### config.mk
export PLATFORM = sky130hd
export DESIGN_NAME = softmax_in_buf_pp
export DESIGN_NICKNAME = d
export VERILOG_FILES = /design/src/rtl/softmax_in_buf_pp.sv
export SDC_FILE = /design/constraint.sdc
export NUM_CORES = 1
export LEC_CHECK = 0
export ABC_AREA = 1
export CORE_ASPECT_RATIO = 2
export CORE_MARGIN = 3
export CORE_UTILIZATION = 38
export CTS_BUF_LIST = sky130_fd_sc_hd__clkbuf_2 sky130_fd_sc_hd__clkbuf_4 sky130_fd_sc_hd__clkbuf_8
export DETAILED_ROUTE_END_ITERATION = 16
export PLACE_DENSITY = 0.58
export REMOVE_ABC_BUFFERS = 1
export SLEW_MARGIN = 20
export SYNTH_ARGS = -nofsm -noshare
export SYNTH_HDL_FRONTEND = slang
export SYNTH_SLANG_ARGS = --single-unit
### constraint.sdc
create_clock -name clk -period 27.1 [get_ports clk]
set_input_delay 2.71 -clock clk [delete_from_list [all_inputs] [get_ports clk]]
set_output_delay 2.71 -clock clk [all_outputs]
set_load 0.005 [all_outputs]
### src/rtl/softmax_in_buf_pp.sv
// softmax_in_buf_pp: two-slot ping-pong buffer serialising TOUT-lane words into single lanes with padding skip.
// Define SOFTMAX_IN_BUF_MAX_EN to add the per-row signed running maximum outputs (out_max, out_max_vld).
module softmax_in_buf_pp #(
  parameter int TOUT      = 32,
  parameter int DAT_DW    = 16,
  parameter int CH_W      = 16,
  parameter int LOG2_TOUT = 5
) (
  input  logic                   clk,
  input  logic                   rst,
  input  logic [CH_W-1:0]        ch_in,
  input  logic [CH_W-1:0]        ch_addr,
  input  logic                   wr_vld,
  output logic                   wr_rdy,
  input  logic [TOUT*DAT_DW-1:0] wr_dat,
  output logic                   out_vld,
  input  logic                   out_rdy,
  output logic [DAT_DW-1:0]      out_dat,
  output logic [LOG2_TOUT-1:0]   out_lane,
  output logic                   out_last,
  output logic                   out_row_last,
  output logic                   err_drop
`ifdef SOFTMAX_IN_BUF_MAX_EN
  ,
  output logic [DAT_DW-1:0]      out_max,
  output logic                   out_max_vld
`endif
);
  localparam int BW = CH_W + LOG2_TOUT;
  localparam int NW = LOG2_TOUT + 1;
  typedef enum logic {IDLE, SHIFT} state_t;
  state_t r_state;
  logic [1:0] r_full, r_row_end;
  logic r_wr_ptr, r_rd_ptr;
  logic [TOUT*DAT_DW-1:0] r_dat [2];
  logic [NW-1:0] r_n [2];
  logic [BW-1:0] w_base, w_ch, w_rem;
  logic [NW-1:0] w_n, w_ld_n;
  logic [LOG2_TOUT-1:0] w_ld_lane;
  logic [TOUT*DAT_DW-1:0] w_ld_word;
  logic w_row_end, w_wr_en, w_store, w_fire, w_done, w_ld, w_ld_byp, w_ld_slot, w_ld_re, w_ld_last;
  assign wr_rdy = ~r_full[r_wr_ptr];
  always_comb begin
    w_base = {ch_addr, {LOG2_TOUT{1'b0}}};
    w_ch = {{LOG2_TOUT{1'b0}}, ch_in};
    w_rem = w_ch - w_base;
    w_n = (w_base >= w_ch) ? '0 : (w_rem >= BW'(TOUT)) ? NW'(TOUT) : w_rem[NW-1:0];
    w_row_end = (w_n != '0) && (w_rem <= BW'(TOUT));
    w_wr_en = wr_vld & wr_rdy;
    w_store = w_wr_en & (w_n != '0);
    w_fire = out_vld & out_rdy;
    w_done = (r_state == SHIFT) & w_fire & out_last;
    // With both slots empty the incoming word feeds the output register directly.
    w_ld_byp = (r_state == IDLE) & ~r_full[r_rd_ptr];
    w_ld_slot = w_done ? ~r_rd_ptr : r_rd_ptr;
    w_ld_lane = (r_state == SHIFT && !out_last) ? out_lane + 1'b1 : '0;
    w_ld_word = w_ld_byp ? wr_dat : r_dat[w_ld_slot];
    w_ld_n = w_ld_byp ? w_n : r_n[w_ld_slot];
    w_ld_re = w_ld_byp ? w_row_end : r_row_end[w_ld_slot];
    w_ld_last = ({1'b0, w_ld_lane} == w_ld_n - 1'b1);
    w_ld = (r_state == IDLE) ? (r_full[r_rd_ptr] | w_store) : (w_fire & (~out_last | r_full[~r_rd_ptr]));
  end
  always_ff @(posedge clk) begin
    if (w_store) begin
      r_dat[r_wr_ptr] <= wr_dat;
      r_n[r_wr_ptr] <= w_n;
      r_row_end[r_wr_ptr] <= w_row_end;
    end
  end
  always_ff @(posedge clk or posedge rst) begin
    if (rst) begin
      r_state <= IDLE;
      r_full <= '0;
      r_wr_ptr <= 1'b0;
      r_rd_ptr <= 1'b0;
      out_vld <= 1'b0;
      out_dat <= '0;
      out_lane <= '0;
      out_last <= 1'b0;
      out_row_last <= 1'b0;
      err_drop <= 1'b0;
    end else begin
      if (w_wr_en && w_n == '0) err_drop <= 1'b1;
      if (w_done) begin
        r_full[r_rd_ptr] <= 1'b0;
        r_rd_ptr <= ~r_rd_ptr;
      end
      if (w_store) begin
        r_full[r_wr_ptr] <= 1'b1;
        r_wr_ptr <= ~r_wr_ptr;
      end
      if (w_ld) begin
        r_state <= SHIFT;
        out_vld <= 1'b1;
        out_dat <= w_ld_word[w_ld_lane*DAT_DW +: DAT_DW];
        out_lane <= w_ld_lane;
        out_last <= w_ld_last;
        out_row_last <= w_ld_last & w_ld_re;
      end else if (w_done) begin
        r_state <= IDLE;
        out_vld <= 1'b0;
      end
    end
  end
`ifdef SOFTMAX_IN_BUF_MAX_EN
  logic signed [DAT_DW-1:0] r_acc, w_cur;
  logic r_first;
  assign w_cur = (r_first || $signed(out_dat) > r_acc) ? $signed(out_dat) : r_acc;
  always_ff @(posedge clk or posedge rst) begin
    if (rst) begin
      r_acc <= '0;
      r_first <= 1'b1;
      out_max <= '0;
      out_max_vld <= 1'b0;
    end else begin
      out_max_vld <= w_fire & out_row_last;
      if (w_fire) begin
        r_acc <= w_cur;
        r_first <= out_row_last;
        if (out_row_last) out_max <= w_cur;
      end
    end
  end
`endif
endmodule

Yosys cells after proc, flatten, opt, wreduce, memory -nomap -nowiden:

Memory sizes are Yosys's and may differ from the RTL's.
Cells that the tools add are included.
W data, S select, Z words.

* bits of input ports: 548
* bits in writable memories: 1036
* memories: 2
* bits in registers: 31

* $add $sub $neg: 3
* muxes and demuxes: 27
* equal/unequal tests: 1
* magnitude comparators: 9
* bitwise logic cells: 19
* reductions and logical operators: 9
* shift-type cells: 1

Memories
* r_dat: words 2, bits a word 512, read ports 1, clocked after memory_dff 0, write ports 1, line 35 `logic [TOUT*DAT_DW-1:0] r_dat [2];`
* r_n: words 2, bits a word 6, read ports 1, clocked after memory_dff 0, write ports 1, line 36 `logic [NW-1:0] r_n [2];`

Operator list (number)
* $mux W512: 1
* $shiftx A512 B10 Y16: 1
* $ge A21 B16 Y1: 1
* $ge A21 B6 Y1 const B: 1
* $le A21 B6 Y1 const B: 1
* $sub A16 B21 Y21: 1
* $mux W6: 3
* $mux W1: 17
* $and A1 B1 Y1: 8
* $lt A1 B2 Y1 const B: 4
* $eq A5 B6 Y1: 1
* $logic_not A6 Y1: 1
* $not A1 Y1: 6
* $reduce_bool A6 Y1: 1
* $sub A6 B1 Y6 const B: 1
* $add A5 B1 Y5 const B: 1
* $logic_and A1 B1 Y1: 5
* $mux W5: 1
* $mux W2: 2
* $and A2 B2 Y2: 1
* $bwmux W2: 1
* $demux W1 S1: 2
* $ge A1 B1 Y1 const B: 2
* $not A2 Y2: 1
* other kinds (4): 5

Depth between registers and ports, before layout:

Gate-level depths: netlist of the first run.

* word-level depth: 9
* gate-level depth with buffers: 27
* depth with buffers taken out: 27

Worst setup path before layout of the first run:

No wires, ideal clock.

* path type: in2reg
* from: in ch_in[5]
* to: mem r_dat[1][0] in the netlist's numbering, enable pin
* stages: 18
* data required time: 25.687 ns
* slack: -0.288 ns
* arrival: 25.975 ns
* path buffers: 0
* cells stage by stage: inv_1 ha_1 fa_1 inv_1 nand3_1 nand2_1 nand2_1 nand2_1 nand2_1 nand2_1 nand2_1 nor2_1 nand2_1 nor2_4 o211ai_1 nand3_2 nand2_2 nor2_1

* cells in the longest elaborated chain, start to end: 8

Ends and longest elaborated chain
* start, declared: line 11 `input logic [CH_W-1:0] ch_in,`
* $sub A16 B21 Y21: line 46 `w_rem = w_ch - w_base;`
* $ge A21 B6 Y1: line 47 `w_n = (w_base >= w_ch) ? '0 : (w_rem >= BW'(TOUT)) ? NW'(TOUT) : w_rem[NW-1:0];`
* $mux W6: line 47
* $mux W6 *: line 47
* $reduce_bool A6 Y1 *: line 50 `w_store = w_wr_en & (w_n != '0);`
* $and A1 B1 Y1 *: line 50
* $mux W1 *: line 64 `if (w_store) begin`
* $mux W1 (not written as such) *: line 65 `r_dat[r_wr_ptr] <= wr_dat;`
* end, declared: line 35

Mark *: on every way between the ends. The rest lies on a longest branch, timed or not.

Worst setup path in the final report of the first run:

* from: in ch_addr[10]
* to: mem r_dat[0][282] in the netlist's numbering, enable pin

* cells in the longest elaborated chain, start to end: 8

Ends and longest elaborated chain
* start, declared: line 12 `input logic [CH_W-1:0] ch_addr,`
* $sub A16 B21 Y21: line 46
* $ge A21 B6 Y1: line 47
* $mux W6: line 47
* $mux W6 *: line 47
* $reduce_bool A6 Y1 *: line 50
* $and A1 B1 Y1 *: line 50
* $mux W1 *: line 64
* $mux W1 (not written as such) *: line 65

Marks and branches as above.

==> results_dict.tcl, run 1 <==
set metrics [dict create \
    status "finished clean" \
    synth_most_common_cell "edfxtp_1" \
    overflow 0 \
    rsz0062_at_grt "false" \
    cts_setup_buffers 0 \
    pwr-share-seq 0.343 \
    dieArea_sq_um 119000 \
    fin_nets 4635 \
    setup_viol 0 \
    cts_buffers 149 \
    finalCritPeriodShare 0.306 \
    crit_type "in -> reg" \
    critPathTopFamily "buffers and inverters" \
    slew_headroom 0.208 \
    start_util 0.383 \
    min_period_ns 8.29 \
    met3_length_microns 10600 \
    leakage_nw 18.5 \
    critPathLaunchType "input port" \
    timing.final.hold_violations 0 \
    m1WireLength_microns 51900 \
    worst-path-buf-inv 8 \
    wl_met2_microns 66700 \
    worst_path_max_delay_cell "buf_4" \
    synth_top_area_share 0.716 \
    nFillCells 10187 \
    port_buffers 573 \
    power.switching_mw 2.21 \
    grt_max_degree 170 \
    cts_resized 0 \
    firstDrtPassIters 6 \
    gp_congestion 0.891 \
    core_area_sq_um 114000 \
    cts_hold_buf 0 \
    drv_slew 0 \
    syn_inst 3531 \
    yosysSeqAreaShare 0.733 \
    final_antenna_net_count 0 \
    p_int_mw 3.18 \
    max_freq_mhz 121 \
    cts.clk_slew.worst_paths_ns 0.06 \
    ir_worst_vdd_uv 102 \
    postSynthAreaPerCell_sq_um 12.3 \
    crit_path_max_incr_delay_ns 0.91 \
    grt_usage 0.221 \
    clkLatencyLatePin_ns 0.86 \
    combPwrFrac 0.416 \
    max_slew.worst_pin.slew_ns 1.19 \
    cts_tree "done" \
    grt_pass1_wl_microns 195000 \
    grt_antenna_before_repair 57 \
    place_inst 5426 \
    arrival_ns 8.74 \
    drt_iter0_markers 2036 \
    die_w_microns 245 \
    grt_pass1_vias 30815 \
    yosysWarningCount 0 \
    hold_path_class "reg -> reg" \
    synth_area_leaders "edfxtp_1, nand2_1, nand3_1" \
    power_density_nw_per_um2 99.9 \
    synth_edf_count 1038 \
    core.rowCount 175 \
    highest_layer "met5" \
    synthArstFlopShare 0.0272 \
    synth_area_sq_um 43500 \
    wire_per_inst_microns 23.3 \
    viasPerCell 5.28 \
    worstPathMaxFanout 169 \
    synth_common_cells "edfxtp_1, nand2_1, nand3_1, nor2_1, o21ai_0" \
    yosys.area.top_type "edfxtp_1" \
    drive_gt1_frac 0.0834 \
    switching_share 0.410 \
    htreeDepth 4 \
    end_kind "flop" \
    area_delta_synth_final_pct 23.9 \
    drc 0 \
    place_hpwl_microns 81100 \
    wirelength_microns 134000 \
    synth_ff_type "edfxtp_1" \
    synth_cell_types 44 \
    cts_buffer_depth 3 \
    cts.sink_count 1067 \
    multi_input_area_sq_um 10500 \
    stdcell_count 5735 \
    fin_skew_ns 0.0447 \
    clock_power_share 0.241 \
    whs_ns 0.482 \
    register_area_sq_um 31900 \
    ys_seq_elements 1067 \
    vias 30295 \
    cp_cell_sequence "clkdlybuf4s50_1, inv_1, ha_1, nand2_2, inv_1, a21oi_1, nand3_1, nand2_1, inv_1, nor2_1, nand2_1, nor2_4, o211ai_1, nand3_2, nand2_2, nor2_4, buf_12, buf_4, buf_4, buf_4" \
    cts-root-buf "clkbuf_8" \
    num_io_pins 574 \
    drv_cap 0 \
    required_ns 27.56 \
    die_h_microns 485 \
]
==> placed cells by master, fill, tap and decap left out, types with 34 or more instances in the layout <==
cell / netlist / layout
buf_4: 0 / 39
inv_1: 83 / 79
diode_2: 0 / 34
clkdlybuf4s50_1: 0 / 573
nand3_1: 332 / 332
nand2_1: 828 / 824
a311oi_1: 38 / 38
clkbuf_4: 0 / 53
edfxtp_1: 1038 / 1038
nor2_1: 278 / 274
clkbuf_8: 0 / 159
o211ai_1: 69 / 69
o221ai_1: 93 / 93
a21oi_1: 117 / 117
o21ai_0: 264 / 264
==> power groups by stage <==
stage	Sequential [mW]	Clock [mW]	Combinational, mW
2_1_floorplan	1.89	0	1.69
3_3_place_gp	1.89	0	2.26
3_5_place_dp	1.89	0	2.28
4_1_cts	1.85	1.34	2.29
5_1_grt	1.85	1.41	2.49
6_report	1.85	1.30	2.24
==> final timing paths <==
kind	startpoint	end	slack, ns	cells past startpoint
max in group asynchronous	rst	out_dat[5]	24.22	3
setup reg to reg	r_state	out_dat[5]	21.84	16
min in group asynchronous	rst	out_dat[4]	2.38	3
hold / removal	out_dat[14]	out_dat[14]	0.48	2
hold reg to reg	out_dat[14]	out_dat[14]	0.48	2
setup / recovery	ch_addr[10]	r_dat[0][282]	18.81	20
==> cells by family after synthesis <==
group / after synthesis / share of synthesized area
simple gates: 1487 / 0.141
fa+ha+maj: 14 / 0.00420
buf+inv: 320 / 0.0290
mux: 1 / 0.000230
xor+xnor: 1 / 0.000201
compound gates: 641 / 0.0930
flops: 1067 / 0.733
==> registers in the layout, summed over array words and instances (netlist names), 2 cells and up <==
name	cells
out_dat	16
r_dat	1024
r_row_end	2
out_lane	5
r_n	12
r_full	2
==> cell type report <==
cell class | count | area share
sequential | 1067 | 0.591
multi-input combinational | 2144 | 0.194
timing repair buffer | 618 | 0.114
clock buffer | 212 | 0.0479
tap | 1504 | 0.0349
clock inverter | 63 | 0.00990
inverter | 93 | 0.00675
antenna | 34 | 0.00158
==> through the flow <==
step                total power, mW  utilization  area (sq um)  TNS (ns)  worst slack, ns
floorplan                      3.58            -         42600   -282.72           -0.288
global placement               4.15        0.447         50800         0            17.84
detailed placement             4.17        0.447         50800         0            17.85
CTS                            5.48        0.474         53900         0            18.81
global route                   5.75        0.474         53900         0            18.41
finish                         5.39        0.475         54000         0            18.81
==> layer usage <==
layer | up-vias | track usage
met5 | - | 0
met4 | 50 | 0.0854
met3 | 254 | 0.0700
met2 | 951 | 0.376
met1 | 14984 | 0.261
li1 | 14056 | -
==> worst reg2reg max path, delay by kind of cell, from the launching register on <==
kind / cells / cell delay, ns
AO/OA/AOI/OAI: 4 / 0.68
buffers and inverters: 3 / 2.49
flip-flops: 1 / 0.42
AND/OR/NAND/NOR: 9 / 1.60
(Power assumes the default switching activity.)
==> inputs of run 2 (changes only) <==
--- a/config.mk
+++ b/config.mk
@@ -11,7 +11,7 @@
 export CORE_UTILIZATION = 38
 export CTS_BUF_LIST = sky130_fd_sc_hd__clkbuf_2 sky130_fd_sc_hd__clkbuf_4 sky130_fd_sc_hd__clkbuf_8
 export DETAILED_ROUTE_END_ITERATION = 16
-export PLACE_DENSITY = 0.58
+export PLACE_DENSITY = 0.6
 export REMOVE_ABC_BUFFERS = 1
 export SLEW_MARGIN = 20
 export SYNTH_ARGS = -nofsm -noshare
==> constraint.sdc (replaced) <==
create_clock -name clk -period 6.8 [get_ports clk]
set_input_delay 0.68 -clock clk [delete_from_list [all_inputs] [get_ports clk]]
set_output_delay 0.68 -clock clk [all_outputs]
set_load 0.005 [all_outputs]
==> results_dict.tcl, run 2 (synthesis results as in run 1) <==
set metrics [dict create \
    htreeDepth 4 \
    grt_antenna_before_repair 49 \
    drt_iter0_markers 2158 \
    cts_buffers 154 \
    total_power_mw 21.7 \
    cts_tree "done" \
    wire_per_inst_microns 22.9 \
    drv_cap 0 \
    place_inst 5435 \
    dieArea_sq_um 119000 \
    critPathLaunchType "input port" \
    drv_slew 0 \
    power_density_nw_per_um2 400 \
    stdcell_count 5737 \
    final_core_util 0.476 \
    min_to "r_dat[0][348]" \
    fin_skew_ns 0.0378 \
    highest_layer "met5" \
    vias 30176 \
    whs_ns 0.409 \
    end_kind "flop" \
    arrival_ns 4.59 \
    drive_gt1_frac 0.0824 \
    worst_slack_ns 2.64 \
    final_antenna_net_count 0 \
    grt_pass1_wl_microns 192000 \
    grt_usage 0.217 \
    ir_worst_vdd_uv 603 \
    overflow 0 \
    core.rowCount 175 \
    leakage_nw 18.6 \
    worstPathMaxFanout 153 \
    area_delta_synth_final_pct 24.3 \
    cts_hold_buf 0 \
    place_ws_ns 1.77 \
    rsz0062_at_grt "false" \
    cts.sink_count 1067 \
    place_hpwl_microns 81200 \
    fin_nets 4649 \
    rrSetupSlack_ns 2.77 \
    layout_common_cells "edfxtp_1, nand2_1, clkdlybuf4s50_1" \
    cts-root-buf "clkbuf_8" \
    port_buffers 573 \
    wl_met2_microns 66300 \
    rr_worst_depth 12 \
    start_util 0.383 \
    m1WireLength_microns 49300 \
    num_io_pins 574 \
    required_ns 7.23 \
    die_h_microns 485 \
    placed_area_sq_um 50900 \
    hold_path_class "in -> reg" \
    grt_pass1_vias 30742 \
    design_area_sq_um 54100 \
    rr_endpoint "out_dat[11]" \
    crit_type "in -> reg" \
    cts_setup_buffers 0 \
    layout_commonest_cell "edfxtp_1" \
    largest_reg_flops 1024 \
    wirelength_microns 132000 \
    grt_max_degree 154 \
    cts_buffer_depth 3 \
    timing.final.hold_violations 0 \
    cts.clk_slew.worst_paths_ns 0.06 \
    max_freq_mhz 240 \
    drc 0 \
    met3_length_microns 11200 \
    cts_resized 0 \
    viasPerCell 5.26 \
    largest_register "r_dat" \
    setup_viol 0 \
    r2r-start "r_state" \
    core_area_sq_um 114000 \
    hp-start "wr_dat[348]" \
    max_slew.worst_pin.slew_ns 1.02 \
    gp_congestion 0.840 \
    clkLatencyLatePin_ns 0.84 \
    die_w_microns 245 \
    status "finished clean" \
    min_period_ns 4.16 \
    final.setup.tns_ns 0 \
    reg_top3 "r_dat (1024), out_dat (16), r_n (12)" \
    finalCritPeriodShare 0.612 \
    firstDrtPassIters 6 \
    holdPathStages 1 \
    slew_headroom 0.320 \
]
==> run 2: cell count changes in the layout (fill, tap and decap cells not counted), moves of 2 or more <==
cell	delta
clkinvlp_4	+2
clkinv_1	+14
clkinv_8	-3
diode_2	-10
buf_12	+9
o311ai_0	+2
clkbuf_4	-11
inv_6	-2
bufinv_16	+5
==> run 2: how the worst max path moves through the flow <==
| stage | to | startpoint | slack (ns) | depth (start not counted) |
|---|---|---|---|---|
| finish | r_dat[1][311] | ch_in[5] | 2.64 | 20 |
| global route | r_dat[1][180] | ch_in[5] | 2.45 | 20 |
| CTS | out_dat[4] | r_state | 2.66 | 13 |
| detailed placement | r_dat[1][196] | ch_in[5] | 1.77 | 20 |
| global placement | r_dat[1][340] | ch_in[5] | 1.82 | 20 |
| floorplan | r_dat[1][0] | ch_in[5] | -18.56 | 18 |
==> run 2: power by group <==
part / internal [mW] / switching, mW
clock network: 2.79 / 2.46
logic: 2.73 / 6.31
registers: 7.31 / 0.0662
==> run 2: critical path, stage by stage <==
cell	delay, ns
clkdlybuf4s50_1	0.45
inv_1	0.04
ha_1	0.21
fa_1	0.36
inv_1	0.14
nand2_1	0.09
nand2_1	0.10
nand3_1	0.10
nand2_1	0.14
nand2_1	0.10
nand2_1	0.07
nand2_1	0.04
nand2_1	0.08
nand2_2	0.08
nor2_4	0.22
o211ai_1	0.17
nand3_2	0.14
nand2_2	0.13
nor2_4	0.40
buf_12	0.61
==> run 2: area by class of cell <==
class	count	area [sq um]
Fill cell	10169	59500
Sequential cell	1067	31900
Multi-Input combinational cell	2144	10500
Timing Repair Buffer	627	6330
Clock buffer	200	2490
Tap cell	1504	1880
Clock inverter	78	666
Inverter	93	364
Antenna cell	24	60.1
==> run 2: metal layers <==
| metal | up-vias | global-route usage |
|---|---|---|
| li1 | 14068 | - |
| met1 | 14727 | 0.256 |
| met2 | 1054 | 0.373 |
| met3 | 277 | 0.0640 |
| met4 | 50 | 0.0853 |
| met5 | - | 0 |
